$ cat src/rtl/time_keeper.sv
// BCD time-of-day counter (HH:MM:SS) advanced by the 1 Hz tick, with a
// RUN / SET_HR / SET_MIN mode machine for setting hours and minutes.
module time_keeper #(
    parameter logic [7:0] INIT_HR  = 8'h00,
    parameter logic [7:0] INIT_MIN = 8'h00
) (
    input  logic       clk,
    input  logic       rst,
    input  logic       tick,
    input  logic       mode,
    input  logic       inc,
    output logic [7:0] hr_bcd,
    output logic [7:0] min_bcd,
    output logic [7:0] sec_bcd,
    output logic [1:0] state,
    output logic       day_pulse
);

    typedef enum logic [1:0] {
        RUN     = 2'b00,
        SET_HR  = 2'b01,
        SET_MIN = 2'b10
    } mode_t;

    mode_t      state_q, state_d;
    logic [7:0] hr_q, hr_d;
    logic [7:0] min_q, min_d;
    logic [7:0] sec_q, sec_d;
    logic       day_q, day_d;

    // Wraps at (or beyond) the field maximum so a corrupt value self-heals to 00.
    function automatic logic [7:0] bcd_inc(input logic [7:0] v, input logic [7:0] max);
        if (v >= max)
            return 8'h00;
        else if (v[3:0] >= 4'd9)
            return {v[7:4] + 4'd1, 4'd0};
        else
            return {v[7:4], v[3:0] + 4'd1};
    endfunction

    always_comb begin
        state_d = state_q;
        hr_d    = hr_q;
        min_d   = min_q;
        sec_d   = sec_q;
        day_d   = 1'b0;
        case (state_q)
            RUN: begin
                if (mode)
                    state_d = SET_HR;
                // A tick coinciding with mode is still applied before freezing.
                if (tick) begin
                    sec_d = bcd_inc(sec_q, 8'h59);
                    if (sec_q == 8'h59) begin
                        min_d = bcd_inc(min_q, 8'h59);
                        if (min_q == 8'h59) begin
                            hr_d = bcd_inc(hr_q, 8'h23);
                            if (hr_q == 8'h23)
                                day_d = 1'b1;
                        end
                    end
                end
            end
            SET_HR: begin
                if (mode)
                    state_d = SET_MIN;
                else if (inc)
                    hr_d = bcd_inc(hr_q, 8'h23);
            end
            SET_MIN: begin
                if (mode) begin
                    state_d = RUN;
                    sec_d   = 8'h00;
                end else if (inc) begin
                    min_d = bcd_inc(min_q, 8'h59);
                end
            end
            default: state_d = RUN;
        endcase
    end

    always_ff @(posedge clk) begin
        if (!rst) begin
            state_q <= RUN;
            hr_q    <= INIT_HR;
            min_q   <= INIT_MIN;
            sec_q   <= 8'h00;
            day_q   <= 1'b0;
        end else begin
            state_q <= state_d;
            hr_q    <= hr_d;
            min_q   <= min_d;
            sec_q   <= sec_d;
            day_q   <= day_d;
        end
    end

    assign hr_bcd    = hr_q;
    assign min_bcd   = min_q;
    assign sec_bcd   = sec_q;
    assign state     = state_q;
    assign day_pulse = day_q;

endmodule

$ cat config.mk
export PLATFORM = sky130hd
export DESIGN_NAME = time_keeper
export DESIGN_NICKNAME = d
export VERILOG_FILES = /design/src/rtl/time_keeper.sv
export SDC_FILE = /design/constraint.sdc
export NUM_CORES = 1
export LEC_CHECK = 0
export CELL_PAD_IN_SITES_DETAIL_PLACEMENT = 2
export CELL_PAD_IN_SITES_GLOBAL_PLACEMENT = 2
export CORE_MARGIN = 2
export CORE_UTILIZATION = 25
export CTS_CLUSTER_SIZE = 10
export DETAILED_ROUTE_END_ITERATION = 12
export PLACE_DENSITY_LB_ADDON = 0.1
export RECOVER_POWER = 100
export SLEW_MARGIN = 25
export SYNTH_ARGS = -nofsm -noshare
export SYNTH_HDL_FRONTEND = slang
export SYNTH_SLANG_ARGS = --single-unit
$ cat constraint.sdc
create_clock -name clk -period 1.8 [get_ports clk]
set_input_delay 0.36 -clock clk [delete_from_list [all_inputs] [get_ports clk]]
set_output_delay 0.36 -clock clk [all_outputs]
set_load 0.005 [all_outputs]
==> flow_summary_export.csv <==
group,metric,value,unit
clocking,clk_latency,0.28,ns
critical_path,endpoint_kind,"flip-flop",
sta,setup_slack,0.0572,ns
yosys,ys.flop_type,"dfxtp_1",
sta,finalSetupViolCount,0,
sta,rsz0062_at_grt,"true",
critical_path,worstPathRequired,2.00,ns
floorplan,ios,32,
sta,min_period,1.74,ns
grt,grt.total_usage,0.153,
critical_path,critical-path-max-stage-delay,0.41,ns
routing,drtIter0Drc,44,
grt,grt_antenna_before_repair,0,
cells_and_area,drive_above_1_share,0.272,
cells_and_area,diodes,0,
routing,drtAntennaViolNets,0,
yosys,synthDistinctLibCells,52,
sta,hold_viol,0,
pwr,total_power,1210,uW
cells_and_area,multi_input_area,0.00114,sq mm
critical_path,cp.arrival,1.95,ns
floorplan,dieArea,0.00739,sq mm
routing,post-route-drc-count,0,
yosys,syn-num-nets,206,
clocking,clock_sinks,27,
floorplan,core_region_area,0.00642,sq mm
critical_path,path_max_fanout,3,
pwr,vdd_drop_max,0.000290,V
floorplan,rows,29,
sta,fin_crit_sh,0.968,
floorplan,die_h,86.0,um
routing,drt_pass1_iterations,3,
yosys,synth_edf_count,0,
clocking,path_clk_slew,0.11,ns
critical_path,criticalPathCategory,"reg2reg",
yosys,synth_seq_cells,27,
clocking,hold_buffers,0,
placement,hpwl,4280,um
min_path,hold_class,"reg2reg",
yosys,synth_seq_area_share,0.322,
grt,grt_overflow,0,
sta,final.setup.tns,0,ns
routing,wl_per_cell,16.8,um
pwr,p_leak,0.000896,uW
clocking,cts_buffer_depth,2,
routing,viasPerCell,5.12,
floorplan,die_w,86.0,um
yosys,synth_area,0.00168,sq mm
floorplan,start_util,0.261,
cells_and_area,seqCellArea,554,sq um
clocking,cts.root.buffer_cell,"clkbuf_8",
job,drv_cap,0,
pwr,power_density,499,mW/mm^2
sta,maxSlewViolCount,0,
cells_and_area,syn2layout_area_growth,44.5,%
placement,preCtsSetupSlack,-0.294,ns
sta,slew_headroom,0.751,
critical_path,crit_slowest_cell,"or3b_4",
yosys,synthCells,186,
run_status,status,"completed",
critical_path,r2r_setup_slack,0.06,ns
clocking,htree_levels,1,
sta,fin_skew,0.00908,ns
grt,grt_max_degree,17,
clocking,cts_tree,"done",
routing,routed_wl,5440,um
grt,grt_pass1_vias,1806,
routing,vias,1653,
critical_path,crit_chain,"inv_1 -> ha_2 -> or3b_4 -> a221oi_4 -> buf_6 -> nand2_1 -> o22ai_1",
cells_and_area,layout.nets,267,
yosys,yosys_warnings,0,
yosys,synth_area_per_cell,9.03,sq um
placement,routabilityCongestion,0.790,
clocking,cts_buffers,3,
cells_and_area,fillCellCount,714,
sta,timing.fmax,574,MHz
grt,grt_pass1_wl,9090,um
sta,tightest_slew,0.370,ns
placement,numPortBuffers,31,
yosys,async_flop_share,0,
critical_path,start_kind,"flip-flop",
cell usage after synthesis (all sizes together), types with 4 or more instances:
cell    count  area (sq um)
a21oi       9          45.0
dfxtp      27           541
ha         15           188
inv        11          41.3
nand2      17          63.8
nand3       7          35.0
nand3b      5          37.5
nor2        7          26.3
nor3        5          25.0
o211ai      6          45.0
o21ai       5          25.0
o22ai       4          25.0
per-stage QoR:
stage / cell area (sq um) / instances / util / hold WS (ns)
floorplan: 1680 / 186 / - / 0.488
global placement: 2230 / 312 / 0.348 / 0.492
detailed placement: 2230 / 312 / 0.348 / 0.518
CTS: 2320 / 318 / 0.361 / 0.535
global route: 2430 / 323 / 0.378 / 0.555
finish: 2430 / 323 / 0.378 / 0.521
worst paths after layout:
path	startpoint	to	cells past startpoint
worst max register to register	min_bcd[1]	min_bcd[0]	7
worst min register to register	hr_bcd[0]	hr_bcd[0]	2
worst min-delay path	hr_bcd[0]	hr_bcd[0]	2
worst max-delay path	min_bcd[1]	min_bcd[0]	7
cells in the final DEF, fill, tap and decap left out, types with 3 or more instances in the layout:
cell	instances
buf_4	28
inv_2	3
a22oi_1	3
clkdlybuf4s50_1	29
o211ai_1	6
a21oi_2	3
nor2_1	6
nor4_1	3
o22ai_1	4
nand4_1	3
nand3b_1	5
nor3_1	4
clkbuf_8	3
o32ai_1	3
inv_1	8
and3b_1	3
nand2b_1	3
ha_1	12
and3_1	3
a21oi_1	6
dfxtp_2	11
o21ai_0	3
nand3_1	7
nand2_1	17
dfxtp_1	16
nor2b_1	3
layer usage:
metal,vias up,track usage,wire length [um]
met2,14,0.291,2930
met1,810,0.181,2380
met4,0,0.0216,24
met5,-,0,0
li1,827,-,-
met3,2,0.0250,104
flip-flops by register name, summed over array words and instances, names as in the netlist:
signal and cells:
sec_bcd 8, min_bcd 8, state 2, day_pulse 1
hr_bcd 8
worst max-delay path: cells and delay by family (launching register included):
kind	cells	cell delay, ns
adder cells (fa/ha/maj)	1	0.17
buffers and inverters	2	0.21
AND/OR/NAND/NOR	2	0.48
flip-flops	1	0.34
AO/OA/AOI/OAI	2	0.48
where the power goes:
group          total, uW  leakage (uW)  internal [uW]  switching (uW)
Sequential           634      0.000223            609            24.3
Clock                385     0.0000217            158             227
Combinational        192      0.000652            100            91.1
final cells by class:
type                       count  share of cell area
tap                           77              0.0397
clock inverter                 1             0.00309
multi-input combinational    142               0.469
inverter                      11              0.0170
clock buffer                   3              0.0170
sequential                    27               0.228
timing repair buffer          62               0.225
cells by family after synthesis:
logic type | Yosys count | synth area share
flops | 27 | 0.322
xor+xnor | 1 | 0.00522
fa+ha+maj | 15 | 0.112
compound gates | 45 | 0.217
simple gates | 79 | 0.288
mux | 2 | 0.0119
buf+inv | 17 | 0.0440
timing repair:
action / in CTS / in global routing
endpoints found under the setup margin: 13 / 16
gates resized for setup: 8 / 27
pin swaps: 4 / 7
setup buffers: 2 / 5
gates cloned: 0 / 0
Power figures use the tool's default switching activity.
